**config.mk**
```make
export PLATFORM = sky130hd
export DESIGN_NAME = rfft_seq_ctrl
export DESIGN_NICKNAME = d
export VERILOG_FILES = /design/src/rtl/rfft_seq_ctrl.sv
export SDC_FILE = /design/constraint.sdc
export NUM_CORES = 1
export LEC_CHECK = 0
export BUFFER_PORTS_ARGS = -buffer_cell sky130_fd_sc_hd__buf_2
export CAP_MARGIN = 20
export CELL_PAD_IN_SITES_DETAIL_PLACEMENT = 0
export CELL_PAD_IN_SITES_GLOBAL_PLACEMENT = 1
export CORE_ASPECT_RATIO = 1.75
export CORE_UTILIZATION = 39
export DETAILED_ROUTE_END_ITERATION = 8
export PLACE_DENSITY = 0.92
export REMOVE_ABC_BUFFERS = 1
export SLEW_MARGIN = 20
export SYNTH_ARGS = -nofsm -noshare
export SYNTH_HDL_FRONTEND = slang
export SYNTH_SLANG_ARGS = --single-unit
```
**constraint.sdc**
```tcl
create_clock -name clk -period 2 [get_ports clk]
set_clock_uncertainty 0.05 [all_clocks]
set_input_delay 0 -clock clk [delete_from_list [all_inputs] [get_ports clk]]
set_output_delay 0 -clock clk [all_outputs]
set_load 0.01 [all_outputs]
```
**src/rtl/rfft_seq_ctrl.sv**
```systemverilog
// rfft_seq_ctrl: frame load, butterfly issue/drain and done sequencing for the 4-bank RFFT.
// Define RFFT_CTRL_READOUT_EN to add a READOUT phase with out_valid/out_index.
module rfft_seq_ctrl #(
  parameter int ADDR_BIT = 3,
  parameter int N_STAGES = 3,
  parameter int RD_LAT   = 1
) (
  input  logic                    clk,
  input  logic                    rst,
  input  logic                    start,
  input  logic                    in_valid,
  output logic                    in_ready,
  output logic                    busy,
  output logic                    done,
  output logic                    m0,
  output logic                    m11,
  output logic [1:0]              m12,
  output logic [1:0]              m13,
  output logic                    m14,
  output logic                    m21,
  output logic                    m22,
  output logic                    m23,
  output logic                    m24,
  output logic                    bypass_en,
  output logic                    wr_en,
  output logic [4*ADDR_BIT-1:0]   addr_read,
  output logic [4*ADDR_BIT-1:0]   addr_write,
  output logic [ADDR_BIT-1:0]     tw_addr,
  output logic [2:0]              stage
`ifdef RFFT_CTRL_READOUT_EN
  ,
  output logic                    out_valid,
  output logic [ADDR_BIT-1:0]     out_index
`endif
);

  localparam int DEPTH = 1 << ADDR_BIT;
  localparam logic [ADDR_BIT-1:0] K_LAST = ADDR_BIT'(DEPTH - 1);
  localparam logic [2:0] S_LAST = 3'(N_STAGES - 1);
  localparam logic [2:0] D_LAST = 3'(RD_LAT - 1);

  typedef enum logic [2:0] {
    S_IDLE,
    S_LOAD,
    S_ISSUE,
    S_DRAIN,
    S_READ,
    S_RDRAIN,
    S_DONE
  } state_t;

  typedef struct packed {
    logic                m0;
    logic                m11;
    logic [1:0]          m12;
    logic [1:0]          m13;
    logic                m14;
    logic                m21;
    logic                m22;
    logic                m23;
    logic                m24;
    logic [ADDR_BIT-1:0] addr;
    logic [ADDR_BIT-1:0] tw;
  } slot_t;

  state_t state, state_n;

  logic [ADDR_BIT-1:0] k;
  logic [ADDR_BIT-1:0] aw_q;
  logic [ADDR_BIT-1:0] tw_now;
  logic [2:0]          dcnt;
  logic                k_last;
  logic                d_last;
  logic                s_last;
  logic                issue;

  logic [RD_LAT-1:0]   pv;
  slot_t               pipe [RD_LAT];
  slot_t               issue_slot;
  slot_t               lst;
  logic                lv;

  assign k_last = (k == K_LAST);
  assign d_last = (dcnt == D_LAST);
  assign s_last = (stage == S_LAST);
  assign issue  = (state == S_ISSUE);
  assign tw_now = k << stage;
  assign lst    = pipe[RD_LAT-1];
  assign lv     = pv[RD_LAT-1];

  always_ff @(posedge clk) begin
    if (rst) state <= S_IDLE;
    else     state <= state_n;
  end

  always_comb begin
    state_n = state;
    unique case (state)
      S_IDLE:  if (start) state_n = S_LOAD;
      S_LOAD:  if (in_valid && k_last) state_n = S_ISSUE;
      S_ISSUE: if (k_last) state_n = S_DRAIN;
      S_DRAIN: begin
        if (d_last) begin
          if (!s_last) begin
            state_n = S_ISSUE;
          end else begin
`ifdef RFFT_CTRL_READOUT_EN
            state_n = S_READ;
`else
            state_n = S_DONE;
`endif
          end
        end
      end
      S_READ:   if (k_last) state_n = S_RDRAIN;
      S_RDRAIN: if (d_last) state_n = S_DONE;
      S_DONE:   state_n = S_IDLE;
      default:  state_n = S_IDLE;
    endcase
  end

  // k is the word/issue index; dcnt counts drain cycles.
  always_ff @(posedge clk) begin
    if (rst) begin
      k     <= '0;
      aw_q  <= '0;
      dcnt  <= '0;
      stage <= '0;
    end else begin
      unique case (state)
        S_IDLE: begin
          k    <= '0;
          dcnt <= '0;
          if (start) begin
            stage <= '0;
            aw_q  <= '0;
          end
        end
        S_LOAD: begin
          if (in_valid) begin
            k    <= k + 1'b1;
            aw_q <= k;
          end
        end
        S_ISSUE, S_READ: begin
          k    <= k + 1'b1;
          dcnt <= '0;
        end
        S_DRAIN: begin
          dcnt <= dcnt + 3'd1;
          if (d_last) begin
            dcnt <= '0;
            k    <= '0;
            if (!s_last) stage <= stage + 3'd1;
          end
        end
        S_RDRAIN: dcnt <= dcnt + 3'd1;
        S_DONE: begin
          k    <= '0;
          dcnt <= '0;
        end
        default: begin
          k    <= '0;
          dcnt <= '0;
        end
      endcase
    end
  end

  always_comb begin
    issue_slot      = '0;
    issue_slot.m0   = 1'b1;
    issue_slot.m23  = 1'b1;
    issue_slot.m24  = 1'b1;
    issue_slot.addr = k;
    issue_slot.tw   = tw_now;
    if (stage[0]) begin
      issue_slot.m11 = 1'b1;
      issue_slot.m13 = 2'd2;
    end else begin
      issue_slot.m12 = 2'd1;
      issue_slot.m13 = 2'd1;
      issue_slot.m14 = 1'b1;
    end
  end

  // Slot fields only advance behind a valid slot, so selects hold between writes.
  always_ff @(posedge clk) begin
    if (rst) begin
      pv <= '0;
      for (int i = 0; i < RD_LAT; i++) pipe[i] <= '0;
    end else begin
      pv[0] <= issue;
      if (issue) pipe[0] <= issue_slot;
      for (int i = 1; i < RD_LAT; i++) begin
        pv[i] <= pv[i-1];
        if (pv[i-1]) pipe[i] <= pipe[i-1];
      end
    end
  end

`ifdef RFFT_CTRL_READOUT_EN
  logic [RD_LAT-1:0]   rv;
  logic [ADDR_BIT-1:0] ridx [RD_LAT];

  always_ff @(posedge clk) begin
    if (rst) begin
      rv <= '0;
      for (int i = 0; i < RD_LAT; i++) ridx[i] <= '0;
    end else begin
      rv[0] <= (state == S_READ);
      if (state == S_READ) ridx[0] <= k;
      for (int i = 1; i < RD_LAT; i++) begin
        rv[i] <= rv[i-1];
        if (rv[i-1]) ridx[i] <= ridx[i-1];
      end
    end
  end

  assign out_valid = rv[RD_LAT-1];
  assign out_index = ridx[RD_LAT-1];
`endif

  always_comb begin
    in_ready   = 1'b0;
    busy       = (state != S_IDLE) && (state != S_DONE);
    done       = 1'b0;
    wr_en      = lv;
    m0         = lst.m0;
    m11        = lst.m11;
    m12        = lst.m12;
    m13        = lst.m13;
    m14        = lst.m14;
    m21        = lst.m21;
    m22        = lst.m22;
    m23        = lst.m23;
    m24        = lst.m24;
    bypass_en  = lv && (lst.tw == '0);
    addr_read  = '0;
    addr_write = {4{lst.addr}};
    tw_addr    = '0;
    unique case (state)
      S_LOAD: begin
        in_ready   = 1'b1;
        m0         = 1'b0;
        wr_en      = in_valid;
        addr_write = in_valid ? {4{k}} : {4{aw_q}};
      end
      S_ISSUE: begin
        addr_read = {4{k}};
        tw_addr   = tw_now;
      end
      S_READ:  addr_read = {4{k}};
      S_DONE:  done = 1'b1;
      default: begin
      end
    endcase
  end

endmodule

```
==> Flow_metrics.wiki <==
{| class="wikitable"
! Metric !! Value
|-
| Status || completed
|-
| Leading cell types by total area after synthesis || sky130_fd_sc_hd__dfxtp_1, sky130_fd_sc_hd__edfxtp_1, sky130_fd_sc_hd__buf_4, sky130_fd_sc_hd__mux2i_1, sky130_fd_sc_hd__ha_1
|-
| Antenna diode count || 0
|-
| Sequential cell area || 621 sq um
|-
| Maximum number of pins on one net before global-route repair || 15
|-
| Number of antenna violations at the first check in global routing || 0
|-
| Detailed-routed wire length on met3 || 97 um
|-
| Flip-flop and latch count after synthesis || 26
|-
| Clock Latency Late Sink || 0.27 ns
|-
| Total Nets Final || 232
|-
| Final critical path time including I/O delays and setup || 1.90 ns
|-
| Synthesis warning total || 0
|-
| HPWL Detailed || 2.74 mm
|-
| Height of the die || 91.8 um
|-
| Number of levels the H-tree was split into || 1
|-
| Number of design-rule violations left by the first detailed-router iteration || 30
|-
| Max capacitance violation total || 0
|-
| Post-synthesis cell type count || 47
|-
| Final RePlAce weighted congestion || 0.895
|-
| Area of the placeable core || 4400 sq um
|-
| Top cell type by total area after synthesis || sky130_fd_sc_hd__dfxtp_1
|-
| Number of setup buffers added after CTS || 0
|-
| Top-level I/O count || 50
|-
| WL per Instance || 12.9 um
|-
| Number of clock buffers inserted by TritonCTS || 3
|-
| Aggregate routed wire length || 3.50 mm
|-
| Number of cells in the finished layout apart from fillers || 271
|-
| Arr. time, crit path || 1.85 ns
|-
| Post-route setup TNS || 0 ns
|-
| Slew Limit Fails || 0
|-
| Detailed-routed wire length on met2 || 1.91 mm
|-
| Highest Clock Rate || 527 MHz
|-
| Worst endpoint required time || 1.95 ns
|-
| Endpoint kind of the worst setup timing path || primary output
|-
| CTS-repair resized insts || 0
|-
| Via count of the first global-routing pass || 1313
|-
| Maximum vdd ir drop || 0.545 mV
|-
| First-pass GRT wire length || 5.47 mm
|-
| Avg Synthesized Cell Area || 9.21 sq um
|-
| DR pass1 iterations || 4
|-
| Post-synthesis async set-or-reset flop share || 0%
|-
| Hold buffers post-CTS || 0
|-
| Clock Pin Slew Worst Setup and Hold Paths || 0.08 ns
|-
| TritonCTS clock tree || done
|-
| PortBufs || 46
|-
| Clock sink count || 26
|-
| Number of fillers in the final layout || 450
|-
| Type of the setup path with the least slack || flip-flop to primary output
|-
| Die width || 53.3 um
|-
| Via count normalized by instance count || 5.27
|-
| Syn Std Cell Area || 1800 sq um
|-
| Aggregate global routing overflow || 0
|-
| Sequential share of the synthesized area || 34.6%
|-
| Endpoints failing setup || 0
|-
| Area share of the largest cell type after synthesis || 17.8%
|-
| Kind of start point of the critical path || flip-flop
|-
| Die Footprint || 4890 sq um
|-
| Count of unresolved DRC violations after routing || 0
|-
| Power density over the cells || 1110 nW/um^2
|-
| Worst hold path class || input pin to flip-flop
|-
| Cell at the root of the clock tree || sky130_fd_sc_hd__clkbuf_8
|-
| Most common library cell in the layout ignoring fill and taps || sky130_fd_sc_hd__buf_2
|-
| Fraction of final layout cells sized beyond drive strength 1 || 32.7%
|-
| Critical path peak fanout || 12
|-
| Area growth, synth to finish || 8.92%
|-
| ANT nets after route || 0
|-
| Total global routing track utilization || 14.9%
|-
| Leak pwr || 0.863 nW
|-
| Number of enable flip-flop cells after synthesis || 10
|-
| Gate Count Post-Synth || 195
|-
| Site row count || 32
|-
| Setup repair after global routing missed its margin || false
|-
| Placed cell count || 267
|-
| Period utilization || 94.8%
|-
| Most frequent cells in the layout || sky130_fd_sc_hd__buf_2, sky130_fd_sc_hd__dfxtp_1, sky130_fd_sc_hd__nor2_1, sky130_fd_sc_hd__a21oi_1, sky130_fd_sc_hd__buf_4
|-
| Maximum count of clock buffers along a single path || 2
|-
| Most common flop cell mapped by yosys || sky130_fd_sc_hd__dfxtp_1
|-
| Initial cell density of the core || 40.8%
|-
| Total via count after detailed routing || 1428
|-
| Number of failing hold endpoints at the final stage || 0
|-
| Highest layer used for signal routing || met4
|-
| Total area of multi-input combinational cells || 880 sq um
|-
| Metal-1 WL || 1.37 mm
|}
cells by family (layout without fill, tap and decap cells):
family	after synthesis	count (layout)	share of synthesized area, %
AOI/OAI and AO/OA	31	31	12.7
xor gates and xnor gates	4	4	1.95
adders and majority gates	6	6	4.18
buffers and inverters	45	68	16.9
DFF	26	26	34.6
muxes	11	11	6.48
other	1	3	0.209
and+or+nand+nor	71	71	23.1
worst paths after layout:
path	startpoint	cells past startpoint	slack [ns]	to
worst max-delay path	state[1]$_SDFFE_PP0P_	5	0.10	tw_addr[0]
worst min-delay path	rst	2	0.03	aw_q[1]$_SDFFE_PP0P_
worst max register to register	state[0]$_SDFFE_PP0P_	4	0.22	state[1]$_SDFFE_PP0P_
worst min register to register	aw_q[0]$_SDFFE_PP0P_	2	0.40	aw_q[0]$_SDFFE_PP0P_
where the power goes:
part	switching (mW)	internal [mW]
logic	0.636	0.525
clock network	0.152	0.135
registers	0.0767	0.640
area by class of cell:
cell class / count / share of cell area (%)
repair buffers: 59 / 16.8
flip-flops and latches: 26 / 31.7
multi-input cells: 126 / 45.0
clock buffers: 3 / 2.11
inverters: 6 / 1.15
well taps: 51 / 3.26
per-stage QoR:
stage               util, %  hold slack (ns)  setup slack (ns)  power, mW  area, sq um
finish                 44.4           0.0332             0.104       2.16         1960
CTS                    44.2           0.0285            0.0267       2.17         1950
floorplan                 -           0.0191           -0.0342       1.45         1520
global placement       43.3            0.301             0.283       1.86         1910
global route           44.4           0.0367           0.00141       2.32         1960
detailed placement     43.3            0.307             0.242       1.88         1910
routing by layer:
metal	vias up	GRT usage (%)
met5	-	0
met3	12	0.663
met2	48	27.2
met1	671	16.0
met4	0	8.33
li1	697	-
cells in the mapped netlist, types with 5 or more instances:
library cell	instances
sky130_fd_sc_hd__a21oi_1	13
sky130_fd_sc_hd__and2_1	6
sky130_fd_sc_hd__buf_2	5
sky130_fd_sc_hd__buf_4	26
sky130_fd_sc_hd__dfxtp_1	16
sky130_fd_sc_hd__edfxtp_1	10
sky130_fd_sc_hd__ha_1	6
sky130_fd_sc_hd__inv_1	6
sky130_fd_sc_hd__mux2i_1	9
sky130_fd_sc_hd__nand2_1	9
sky130_fd_sc_hd__nand2b_1	6
sky130_fd_sc_hd__nand3_1	5
sky130_fd_sc_hd__nor2_1	14
sky130_fd_sc_hd__nor2b_1	6
sky130_fd_sc_hd__nor3_1	6
critical path: stages, from the launching register on:
cell and delay (ns):
sky130_fd_sc_hd__dfxtp_1 0.57, sky130_fd_sc_hd__buf_4 0.25, sky130_fd_sc_hd__nand2b_4 0.07, sky130_fd_sc_hd__or4_4 0.44, sky130_fd_sc_hd__nor2_1 0.12, sky130_fd_sc_hd__buf_2 0.13
flip-flops by register name (all words and copies together) (netlist names):
register,count
aw_q,3
dcnt,3
k,3
lv,1
pipe,10
stage,3
state,3
Note: power is estimated with default switching activity, not from simulation.
